### src/rtl/board_fb_arbiter_pkg.sv
// Shared definitions for the Tetris board framebuffer arbiter.
// Board geometry constants are also used by vga_sync.
package board_fb_arbiter_pkg;

   localparam int ADDR_W_DEF     = 9;
   localparam int BOARD_CELLS    = 2 ** ADDR_W_DEF;
   localparam int FIFO_DEPTH_DEF = 8;

   typedef enum logic [1:0] {
      ST_IDLE       = 2'd0,
      ST_WAIT_EMPTY = 2'd1,
      ST_CLEAR      = 2'd2
   } arb_state_t;

endpackage

### src/rtl/board_fb_arbiter_wr_fifo.sv
// Posted-write FIFO for game writes to the board bitmap.
// Pointers carry one extra wrap bit to tell full from empty.
module board_wr_fifo #(
   parameter int W     = 10,
   parameter int DEPTH = 8
) (
   input  logic         clk_25mhz,
   input  logic         reset,
   input  logic         push,
   input  logic [W-1:0] push_data,
   input  logic         pop,
   output logic [W-1:0] head,
   output logic         full,
   output logic         empty
);

   localparam int PW = $clog2(DEPTH);
   localparam logic [PW:0] PTR_ONE = (PW+1)'(1);
   localparam logic [PW:0] CNT_MAX = (PW+1)'(DEPTH);

   logic [PW:0]  wr_ptr;
   logic [PW:0]  rd_ptr;
   logic [PW:0]  count;
   logic [W-1:0] mem [DEPTH];

   assign count = wr_ptr - rd_ptr;
   assign full  = (count == CNT_MAX);
   assign empty = (wr_ptr == rd_ptr);
   assign head  = mem[rd_ptr[PW-1:0]];

   always_ff @(posedge clk_25mhz) begin
      if (!reset) begin
         wr_ptr <= '0;
         rd_ptr <= '0;
      end else begin
         if (push && !full)
            wr_ptr <= wr_ptr + PTR_ONE;
         if (pop && !empty)
            rd_ptr <= rd_ptr + PTR_ONE;
      end
   end

   always_ff @(posedge clk_25mhz) begin
      if (push && !full)
         mem[wr_ptr[PW-1:0]] <= push_data;
   end

endmodule

### src/rtl/board_fb_arbiter.sv
// Shares the single-port board RAM between VGA scan-out, posted game
// writes (drained in blanking) and a whole-board clear sequencer.
module board_fb_arbiter
   import board_fb_arbiter_pkg::*;
#(
   parameter int ADDR_W     = ADDR_W_DEF,
   parameter int FIFO_DEPTH = FIFO_DEPTH_DEF
) (
   input  logic              clk_25mhz,
   input  logic              reset,
   input  logic [ADDR_W-1:0] vga_addr,
   input  logic              vga_active,
   output logic              vga_bit,
   input  logic              wr_valid,
   input  logic [ADDR_W-1:0] wr_addr,
   input  logic              wr_data,
   output logic              wr_ready,
   input  logic              clr_start,
   output logic              clr_busy,
   output logic              clr_done,
   output logic [ADDR_W-1:0] ram_addr,
   output logic              ram_we,
   output logic              ram_wdata,
   input  logic              ram_rdata
);

   localparam logic [ADDR_W-1:0] CNT_LAST = '1;
   localparam logic [ADDR_W-1:0] CNT_ONE  = ADDR_W'(1);

   arb_state_t        state;
   logic [ADDR_W-1:0] clr_cnt;
   logic              act_d;
   logic              fifo_full;
   logic              fifo_empty;
   logic              fifo_push;
   logic              fifo_pop;
   logic [ADDR_W:0]   fifo_head;

   assign wr_ready  = !fifo_full && !clr_busy;
   assign fifo_push = wr_valid && wr_ready;

   board_wr_fifo #(
      .W     (ADDR_W + 1),
      .DEPTH (FIFO_DEPTH)
   ) u_fifo (
      .clk_25mhz (clk_25mhz),
      .reset     (reset),
      .push      (fifo_push),
      .push_data ({wr_addr, wr_data}),
      .pop       (fifo_pop),
      .head      (fifo_head),
      .full      (fifo_full),
      .empty     (fifo_empty)
   );

   // VGA owns the port in the active region; clear beats posted writes.
   always_comb begin
      ram_addr  = vga_addr;
      ram_we    = 1'b0;
      ram_wdata = 1'b0;
      fifo_pop  = 1'b0;
      if (!reset || vga_active) begin
         ram_we = 1'b0;
      end else if (state == ST_CLEAR) begin
         ram_addr = clr_cnt;
         ram_we   = 1'b1;
      end else if (!fifo_empty) begin
         ram_addr  = fifo_head[ADDR_W:1];
         ram_wdata = fifo_head[0];
         ram_we    = 1'b1;
         fifo_pop  = 1'b1;
      end
   end

   always_ff @(posedge clk_25mhz) begin
      if (!reset) begin
         state    <= ST_IDLE;
         clr_cnt  <= '0;
         clr_busy <= 1'b0;
         clr_done <= 1'b0;
         act_d    <= 1'b0;
         vga_bit  <= 1'b0;
      end else begin
         act_d    <= vga_active;
         vga_bit  <= act_d ? ram_rdata : 1'b0;
         clr_done <= 1'b0;
         unique case (state)
            ST_IDLE: begin
               if (clr_start) begin
                  state    <= ST_WAIT_EMPTY;
                  clr_busy <= 1'b1;
               end
            end
            ST_WAIT_EMPTY: begin
               if (fifo_empty)
                  state <= ST_CLEAR;
            end
            ST_CLEAR: begin
               if (!vga_active) begin
                  clr_cnt <= clr_cnt + CNT_ONE;
                  if (clr_cnt == CNT_LAST) begin
                     state    <= ST_IDLE;
                     clr_busy <= 1'b0;
                     clr_done <= 1'b1;
                  end
               end
            end
            default: state <= ST_IDLE;
         endcase
      end
   end

endmodule

### config.mk
export PLATFORM = sky130hd
export DESIGN_NAME = board_fb_arbiter
export DESIGN_NICKNAME = d
export VERILOG_FILES = /design/src/rtl/board_fb_arbiter_pkg.sv /design/src/rtl/board_fb_arbiter_wr_fifo.sv /design/src/rtl/board_fb_arbiter.sv
export SDC_FILE = /design/constraint.sdc
export NUM_CORES = 1
export LEC_CHECK = 0
export ABC_AREA = 1
export BUFFER_PORTS_ARGS = -buffer_cell sky130_fd_sc_hd__buf_2
export CAP_MARGIN = 20
export CORE_UTILIZATION = 35
export CTS_BUF_LIST = sky130_fd_sc_hd__clkbuf_4
export DETAILED_ROUTE_END_ITERATION = 10
export HOLD_SLACK_MARGIN = 0.05
export PLACE_DENSITY = 0.56
export SYNTH_ARGS = -nofsm -noshare
export SYNTH_HDL_FRONTEND = slang
export SYNTH_HIERARCHICAL = 1
export SYNTH_SLANG_ARGS = --single-unit
### constraint.sdc
create_clock -name clk_25mhz -period 3.1 [get_ports clk_25mhz]
set_input_delay 0.155 -clock clk_25mhz [delete_from_list [all_inputs] [get_ports clk_25mhz]]
set_output_delay 0.155 -clock clk_25mhz [all_outputs]
set_load 0.03 [all_outputs]
==> flow_results.org, run 1 <==
** Setup path
- Worst path max stage delay :: roughly 0.42 ns
- Category of the worst setup path launch point :: flop
- Depth of the most critical reg-to-reg path :: 13
- The slowest stage of the critical path belongs to the cell dfxtp_1.
- Setup slack of the worst register-to-register path :: 0.34 ns
- CP Max Fanout :: 10
- The startpoint identified for the worst register-to-register timing path is u_fifo/rd_ptr[2].
- Startpoint of the worst setup timing path :: u_fifo/wr_ptr[0]
- Cell mode on critical path :: inv_1
- CP required :: around 2.9 ns
- The critical path ends at ram_addr[2].
- STA puts the critical path data arrival time at around 2.7 ns.
- Worst flop-to-flop path endpoint :: u_fifo/mem[7][5]
- CP endpoint kind :: primary output
- The critical path goes through inv_1 -> ha_1 -> nand2_1 -> inv_1 -> nand3_1 -> inv_1 -> inv_1 -> o21ai_2 -> nand2_1 -> o211ai_1 -> buf_2.
- The worst setup path is of the flop to primary output kind.

** STA
- Worst setup skew after layout :: between 0.015 and 0.02 ns
- Setup slack closes at 0.239 ns.
- The clock period could shrink to between 2 and 3 ns.
- The hold violation count in the final report is 0.
- Setup repair after global routing missed its margin :: false
- Transition time of the tightest slew-check pin :: between 1 and 1.5 ns
- For the final routed database, the setup TNS stands at 0 ns.
- The worst path uses ~92% of the clock period.
- Worst rel slew slack :: 32.4%
- Max-slew violation count :: 0
- Fmax :: ~350 MHz
- Worst hold-check slack :: approximately 0.11 ns
- Setup violations remaining at the end of the flow were counted as 0.

** Synth
- Number of enable-type register cells in the synthesized netlist :: 80
- Sequential cells were found to cover between 60% and 70% of the synthesized design area.
- Biggest area contributors in the synthesized netlist :: edfxtp_1, dfxtp_1, nand2_1
- Ranked by instance count, the synthesized netlist is headed by nand2_1, nor2_1, edfxtp_1, inv_1, o21ai_0.
- Dividing the synthesized area by the synthesized cell count gives between 10 and 15 sq um.
- Synthesis produced a netlist whose cell count is between 400 and 500.
- When the netlist entered floorplanning its net count stood at roughly 500.
- After synthesis, the share of flip-flops with an asynchronous set or reset is 0%.
- Yosys top cell by area :: edfxtp_1
- Share of Yosys cell area claimed by the top area cell type :: between 50% and 60%
- Most repeated cell in the gate-level netlist after synthesis :: nand2_1
- Count of different cell masters after synthesis :: 34
- Synth Cell Area :: 4720 sq um
- For this run, the leading register cell type out of synthesis is edfxtp_1.
- Yosys Warn Count :: 6
- Number of flip-flops and latches in the synthesized netlist :: about 110

** Cells and area
- Post-Layout Cell Count :: about 700
- Number of diodes added for antenna fixing :: 0
- Net count reported at finish :: approximately 550
- Layout cell share with drive strength beyond 1 :: ~17%
- Area growth from synthesis to layout :: 13.7%
- For this run, the share of the core covered by cells in the final layout is 40.7%.

** GRT
- The number of antenna violations at the first check in global routing came to 0.
- The total overflow left after global routing is 0.
- Number of global-route vias before repair :: about 3200
- Global routing consumed, over all layers together, 15.4% of the routing resources.
- Maximum number of pins on one net before global-route repair :: 41
- First-pass GRT wire length :: approximately 16 mm

** Floorplan
- The die is approximately 120 um tall.
- Pin placement for this block handled 40 I/O pins.
- The floorplan step set the die width to approximately 120 um.
- The floorplan step defined a core boundary enclosing approximately 13000 sq um.
- Once the floorplan was initialized, standard cells occupied approximately 36% of the core.
- The die covers 13900 sq um.
- Total number of placement rows :: 42

** Routing
- Final wirelength :: a little over 10 mm
- First DRT Iteration DRCs :: around 210
- Using the TritonRoute via totals, the vias-per-cell ratio works out to between 4 and 5.
- Number of detailed-route iterations in the first pass :: 5
- After detailed routing, the number of remaining DRC violations is 0.
- Across all layers, the routed design uses between 3000 and 4000 vias.
- ANT nets after route :: 0
- Average routed wire per standard cell :: approximately 15 um

** Flow run
- Across the run, the number of max-cap violations was 0.

** Power
- The worst-case IR drop observed on VDD is 0.000185 V.
- The analysis attributes to cell leakage a power of 2.05 nW.
- PD cells :: approximately 690 nW/um^2

** Clock tree
- TritonCTS built the clock tree.
- For the worst-skew pair, the clock arrives at the later sink with an insertion delay of roughly 0.45 ns.
- Clock-pin slew was measured on the worst setup and hold paths at about 0.16 ns.
- Cell chosen for the clock root :: clkbuf_4
- TritonCTS buffer count :: 9
- Clock tree buffer depth :: 2
- The H-tree generated during clock tree synthesis spans 3 levels.
- Number of clock sinks :: roughly 110
- Buffers inserted by post-CTS timing repair :: 0

** Worst hold path
- In this run the worst hold path is classified as primary input to flop.

** Placement
- Total placed cells including tap cells :: 672
- Setup Slack @ Placement :: between 0.3 and 0.4 ns
- Detailed placement finished with a half-perimeter wire length of ~7.3 mm.
- Final GP Congestion :: between 0.8 and 0.9
- Buffers placed on the I/O ports in this run total 39.

** Run status
- Outcome :: complete, no violations
worst max-delay path, delay by kind of cell (launching register included):
family	cells	cell delay (ns)
buffers and inverters	5	0.69
AND/OR/NAND/NOR	3	0.32
flip-flops	1	0.42
AO/OA/AOI/OAI	2	0.54
adder cells (fa/ha/maj)	1	0.30
registers in the layout, indices dropped and copies added (netlist names), named ones only:
| name | flops |
|---|---|
| u_fifo/wr_ptr | 4 |
| u_fifo/rd_ptr | 4 |
| state | 2 |
| clr_cnt | 9 |
| vga_bit | 1 |
| clr_done | 1 |
| u_fifo/mem | 80 |
| clr_busy | 1 |
| act_d | 1 |
per-stage QoR:
step	power [mW]	cell area [sq um]
detailed placement	3.13	5110
floorplan	2.77	4720
CTS	3.76	5360
global route	3.96	5360
finish	3.72	5360
global placement	3.10	5110
what timing repair did:
action	CTS	global route
hold endpoints to repair	84	0
endpoints found under the setup margin	0	6
resized for setup	0	1
hold buffers	13	0
worst min-delay path by stage:
| stage | from | to | slack (ns) | cells past startpoint |
|---|---|---|---|---|
| floorplan | vga_active | act_d | 0.25 | 2 |
| global route | reset | clr_cnt[6] | 0.11 | 3 |
| detailed placement | ram_rdata | vga_bit | 0.40 | 2 |
| global placement | ram_rdata | vga_bit | 0.39 | 2 |
| finish | reset | u_fifo/wr_ptr[2] | 0.11 | 3 |
| CTS | reset | act_d | 0.07 | 3 |
cells in the final DEF (no fill, tap or decap), drive strengths merged:
cell type	count
nor4	1
inv	43
o211ai	9
and2	1
nor3b	1
nor3	4
clkinv	5
a21oi	13
or2	1
nand2	95
clkbuf	11
xor2	1
edfxtp	80
and3	1
ha	8
nor2	93
buf	46
a21boi	1
clkinvlp	1
dlygate4sd3	13
a31oi	1
o21ai	33
o32ai	20
nand3	17
dfxtp	26
area by class of cell:
cell class	instances	area, sq um
Multi-Input combinational cell	300	1560
Tap cell	176	220
Timing Repair Buffer	59	378
Clock buffer	11	82.6
Clock inverter	5	31.3
Fill cell	1258	7830
Inverter	44	165
Sequential cell	106	2920
cell families (layout without fill, tap and decap cells):
kind of cell,count (synthesis),in the layout,synth area share [%]
and+or+nand+nor,214,214,20.3
DFF,106,106,62.0
AOI/OAI and AO/OA,77,77,10.4
buffers and inverters,59,119,4.99
adders and majority gates,8,8,2.12
xor gates and xnor gates,1,1,0.186
routing by layer:
metal  routed length [um]  GRT usage (%)
met1                 4760           20.4
met2                 4950           24.8
met3                  362           2.13
met4                  125           7.29
met5                    0              0
power by group:
group	total [mW]	internal, mW	leakage (nW)	switching, mW
clock	0.618	0.181	0.0644	0.437
sequential	1.80	1.70	0.935	0.102
combinational	1.30	0.412	1.05	0.890
Power figures use the tool's default switching activity.
==> inputs of run 2 (changes only) <==
--- a/config.mk
+++ b/config.mk
@@ -12,8 +12,7 @@
 export CTS_BUF_LIST = sky130_fd_sc_hd__clkbuf_4
 export DETAILED_ROUTE_END_ITERATION = 10
 export HOLD_SLACK_MARGIN = 0.05
-export PLACE_DENSITY = 0.56
+export PLACE_DENSITY = 0.57
 export SYNTH_ARGS = -nofsm -noshare
 export SYNTH_HDL_FRONTEND = slang
-export SYNTH_HIERARCHICAL = 1
 export SYNTH_SLANG_ARGS = --single-unit
==> run 2 against run 1 <==
Sequential power decreased by 10%; cell area is 0.26% lower; worst hold slack improved by 0.38 ns; global-route usage grew 0.58 points; clock power is 17% higher; critical path type is now primary input to primary output; combinational power decreased by 54%; non-clock buffer count rose by 8; area after synthesis decreased by 2.1%; synthesized cell count did not move; register-to-register slack better by 0.57 ns; die area is 2.1% lower; count of clock-buffer cells in the layout is 1 lower.
==> flow_results.org, run 2 <==
** Run status
- Outcome :: complete, no violations

** Placement
- I/O Buffers :: 39
- Prior to clock tree synthesis, the placed netlist has a worst setup slack of between 0.9 and 1 ns.
- After detailed placement, the total cell area comes to between 5000 and 6000 sq um.
- Detailed placement finished with a half-perimeter wire length of 6.57 mm.
- Final GP Congestion :: ~0.81

** Power
- Power spread over the standard cell area amounts to around 550 nW/um^2.
- Peak supply drop :: 0.000228 V
- Total power for the finished layout comes to 2.95 mW.
- The analysis attributes to cell leakage a power of 2.01 nW.

** STA
- Transition time of the tightest slew-check pin :: approximately 0.69 ns
- Measured against its own limit, the worst slew margin works out to 53.8%.
- The routed design could run at a clock period as short as 2.71 ns.
- Max-slew violation count :: 0
- Setup slack after layout :: just under 0.4 ns
- Fmax :: between 300 and 400 MHz
- Final-layout setup total negative slack :: 0 ns
- Setup repair after global routing left no endpoint under its margin.
- Final setup viols :: 0
- The hold violation count in the final report came to 0.
- Worst setup skew after layout :: ~0.013 ns
- Of the available clock period, the critical path in the final layout requires 87.3%.

** Cells and area
- Area growth from synthesis to layout :: 15.9%
- Top library cells by usage in the layout, fill and taps aside :: nand2_1, nor2_1, edfxtp_1, buf_2, inv_1
- Layout cell share with drive strength beyond 1 :: between 10% and 20%
- The register with the most flip-flops in the layout has 80 of them.
- Finished Cell Area :: ~5400 sq um
- Most common cell after layout, fill and taps aside :: nand2_1
- Net count reported at finish :: about 560

** Routing
- Number of detailed-route iterations in the first pass :: 4
- In this run the remaining antenna-violating nets after routing total 0.
- Average routed wire per standard cell :: approximately 14 um
- In the routed layout, each cell is associated on average with a via count of slightly below 5.
- The final route contains 3391 vias.
- For this run, design rule violations remaining after detail routing come to 0.
- The final layout contains routed wiring with a total length of slightly above 10 mm.
- After the first detailed-routing iteration, the DRC count stood at around 190.

** Setup path
- In this design, the stage delay of the slowest critical-path cell is approximately 0.53 ns.
- Data on the critical path arrives at its endpoint at approximately 2.6 ns.
- In this run the worst path has a maximum fanout of 14.
- In this run the critical register-to-register path is launched from u_fifo.wr_ptr[2].
- Setup CP Type :: primary input to primary output
- For the worst setup path, the data required time is just under 3 ns.
- Cell-by-cell listing of the critical path :: dlygate4sd3_1 -> buf_2 -> inv_1 -> nor2_2 -> inv_1 -> nor2_4 -> nand2_1 -> a31oi_1 -> buf_2
- STA classifies the critical path startpoint as a primary input.
- CP endpoint kind :: primary output
- Startpoint of the worst setup timing path :: reset
- The largest individual stage delay along the critical path comes from the cell dlygate4sd3_1.

** Synth
- Total nets after synthesis :: between 400 and 500
- Yosys instantiated no cell more often than nand2_1.
- In this run, synthesis inferred 80 flip-flops with an integrated enable.
- After synthesis, the share of cell area in mux cells is 0%.
- After Yosys synthesis, full adders, half adders and majority gates account for 1.90% of the synthesized area.
- In this run, distinct cell masters in the synthesized netlist total 29.
- Yosys top cell by area :: edfxtp_1
- Proportion of synthesized chip area in sequential cells :: 63.3%
- Yosys Warn Count :: 0
- Fraction of registers with async set/reset :: 0%
- Top cells by instance count after synthesis :: nand2_1, edfxtp_1, nor2_1, inv_1, o21ai_0
- Mean area per synthesized cell :: 9.93 sq um
- Dominant combinational cell family by area after synthesis :: simple AND/OR/NAND/NOR gates
- Mapped Cells :: 465
- Synth Cell Area :: about 4600 sq um
- Dominant synthesized flop cell :: edfxtp_1
- Number of flip-flops and latches in the synthesized netlist :: between 100 and 150
- Share of Yosys cell area claimed by the top area cell type :: about 52%
- The synthesized netlist devotes between 10% and 20% of its cell area to simple gates.
- Xor/xnor share of the synthesized area :: less than 1%
- Compound-gate portion of the synthesized area :: 11.3%
- Yosys attributes the largest share of cell area to edfxtp_1, dfxtp_1, nand2_1.

** Floorplan
- The die is between 100 and 150 um wide.
- The initial utilization of the core area, before any placement, comes to between 30% and 40%.
- The die is between 100 and 150 um tall.
- The core region is between 10000 and 15000 sq um.
- Area enclosed by the die boundary :: 13700 sq um
- Total number of placement rows :: 41
- Number of placed I/O pins :: 40

** Clock tree
- TritonCTS built the clock tree.
- The longest clock path from root to sink contains 2 buffers.
- The clock drives approximately 110 sinks.
- Buffers added to address setup during post-CTS repair amount to 0.
- TritonCTS buffer count :: 9
- After clock tree synthesis, the flow added hold-fix buffers numbering 17.
- After clock tree synthesis, the clock-pin slew on the worst setup and hold paths is 0.16 ns.
- The later pin in the worst-skew pair is clocked with a latency of 0.44 ns.
- Cell chosen for the clock root :: clkbuf_4
- Post-CTS repair changed the size of 0 cells.
- The H-tree generated during clock tree synthesis spans 3 levels.

** GRT
- The number of antenna violations at the first check in global routing is 1.
- Entering global routing, the biggest net connects slightly above 40 pins.
- Global routing consumed, over all layers together, between 10% and 20% of the routing resources.
- Global routing finished with a remaining overflow of 0.
- The via count of the first global-routing pass was between 3000 and 4000.
- The first global-routing pass estimated 16.1 mm of wire.

** Worst hold path
- Min-delay worst type :: primary input to flop
- Worst hold start :: wr_addr[5]

** Flow run
- Max Cap Viol :: 0
## run 2: changes by cell type after synthesis, moves of 6 or more
cell and change:
a21oi_1 +8, buf_2 +8, nand4_1 +6, o211ai_1 +11
o21ai_1 +14, o32ai_1 -20
## run 2: report_power, final
group,switching (mW),total (mW),internal [mW],leakage (nW)
Combinational,0.416,0.601,0.185,0.994
Clock,0.460,0.726,0.266,0.0829
Sequential,0.0276,1.62,1.59,0.936
## run 2: critical path, delay by kind of cell
kind | cells | cell delay, ns
compound gates | 1 | 0.18
buf+inv | 5 | 1.40
simple gates | 3 | 0.80
## run 2: path summary, 6_finish.rpt
check / slack [ns] / to / depth (start not counted)
worst min register to register: 0.49 / u_fifo.rd_ptr[3] / 2
worst max register to register: 0.91 / u_fifo.mem[0][9] / 8
worst min-delay path: 0.49 / u_fifo.mem[4][6] / 2
worst max-delay path: 0.39 / ram_wdata / 9
## run 2: kinds of logic (layout without fill, tap and decap cells)
logic type	after synthesis	after routing
simple gates	200	200
flops	106	106
compound gates	93	93
buf+inv	56	122
fa+ha+maj	7	7
xor+xnor	3	3
other cells	0	1
## run 2: area by class of cell
type                    instances  area [sq um]
multi-input cells             303          1470
clock buffers                  10          75.1
fillers                      1264          7370
flip-flops and latches        106          2920
repair buffers                 67           448
inverters                      39           146
well taps                     172           215
clock inverters                 6          72.6
diodes                          1          2.50
## run 2: stage by stage
stage	utilization (%)	cells	hold WS, ns
finish	42.1	704	0.495
global placement	39.5	670	0.395
global route	42.1	704	0.489
detailed placement	39.5	670	0.404
floorplan	-	465	0.253
CTS	42.0	703	0.468
## run 2: layer usage
layer / global-route usage [%] / part of all wire (%) / up-vias
met2: 26.4 / 49 / 50
met4: 5.74 / 0.59 / 0
met3: 2.99 / 3.3 / 4
met1: 21.0 / 47 / 1626
li1: - / - / 1711
met5: 0 / 0 / -
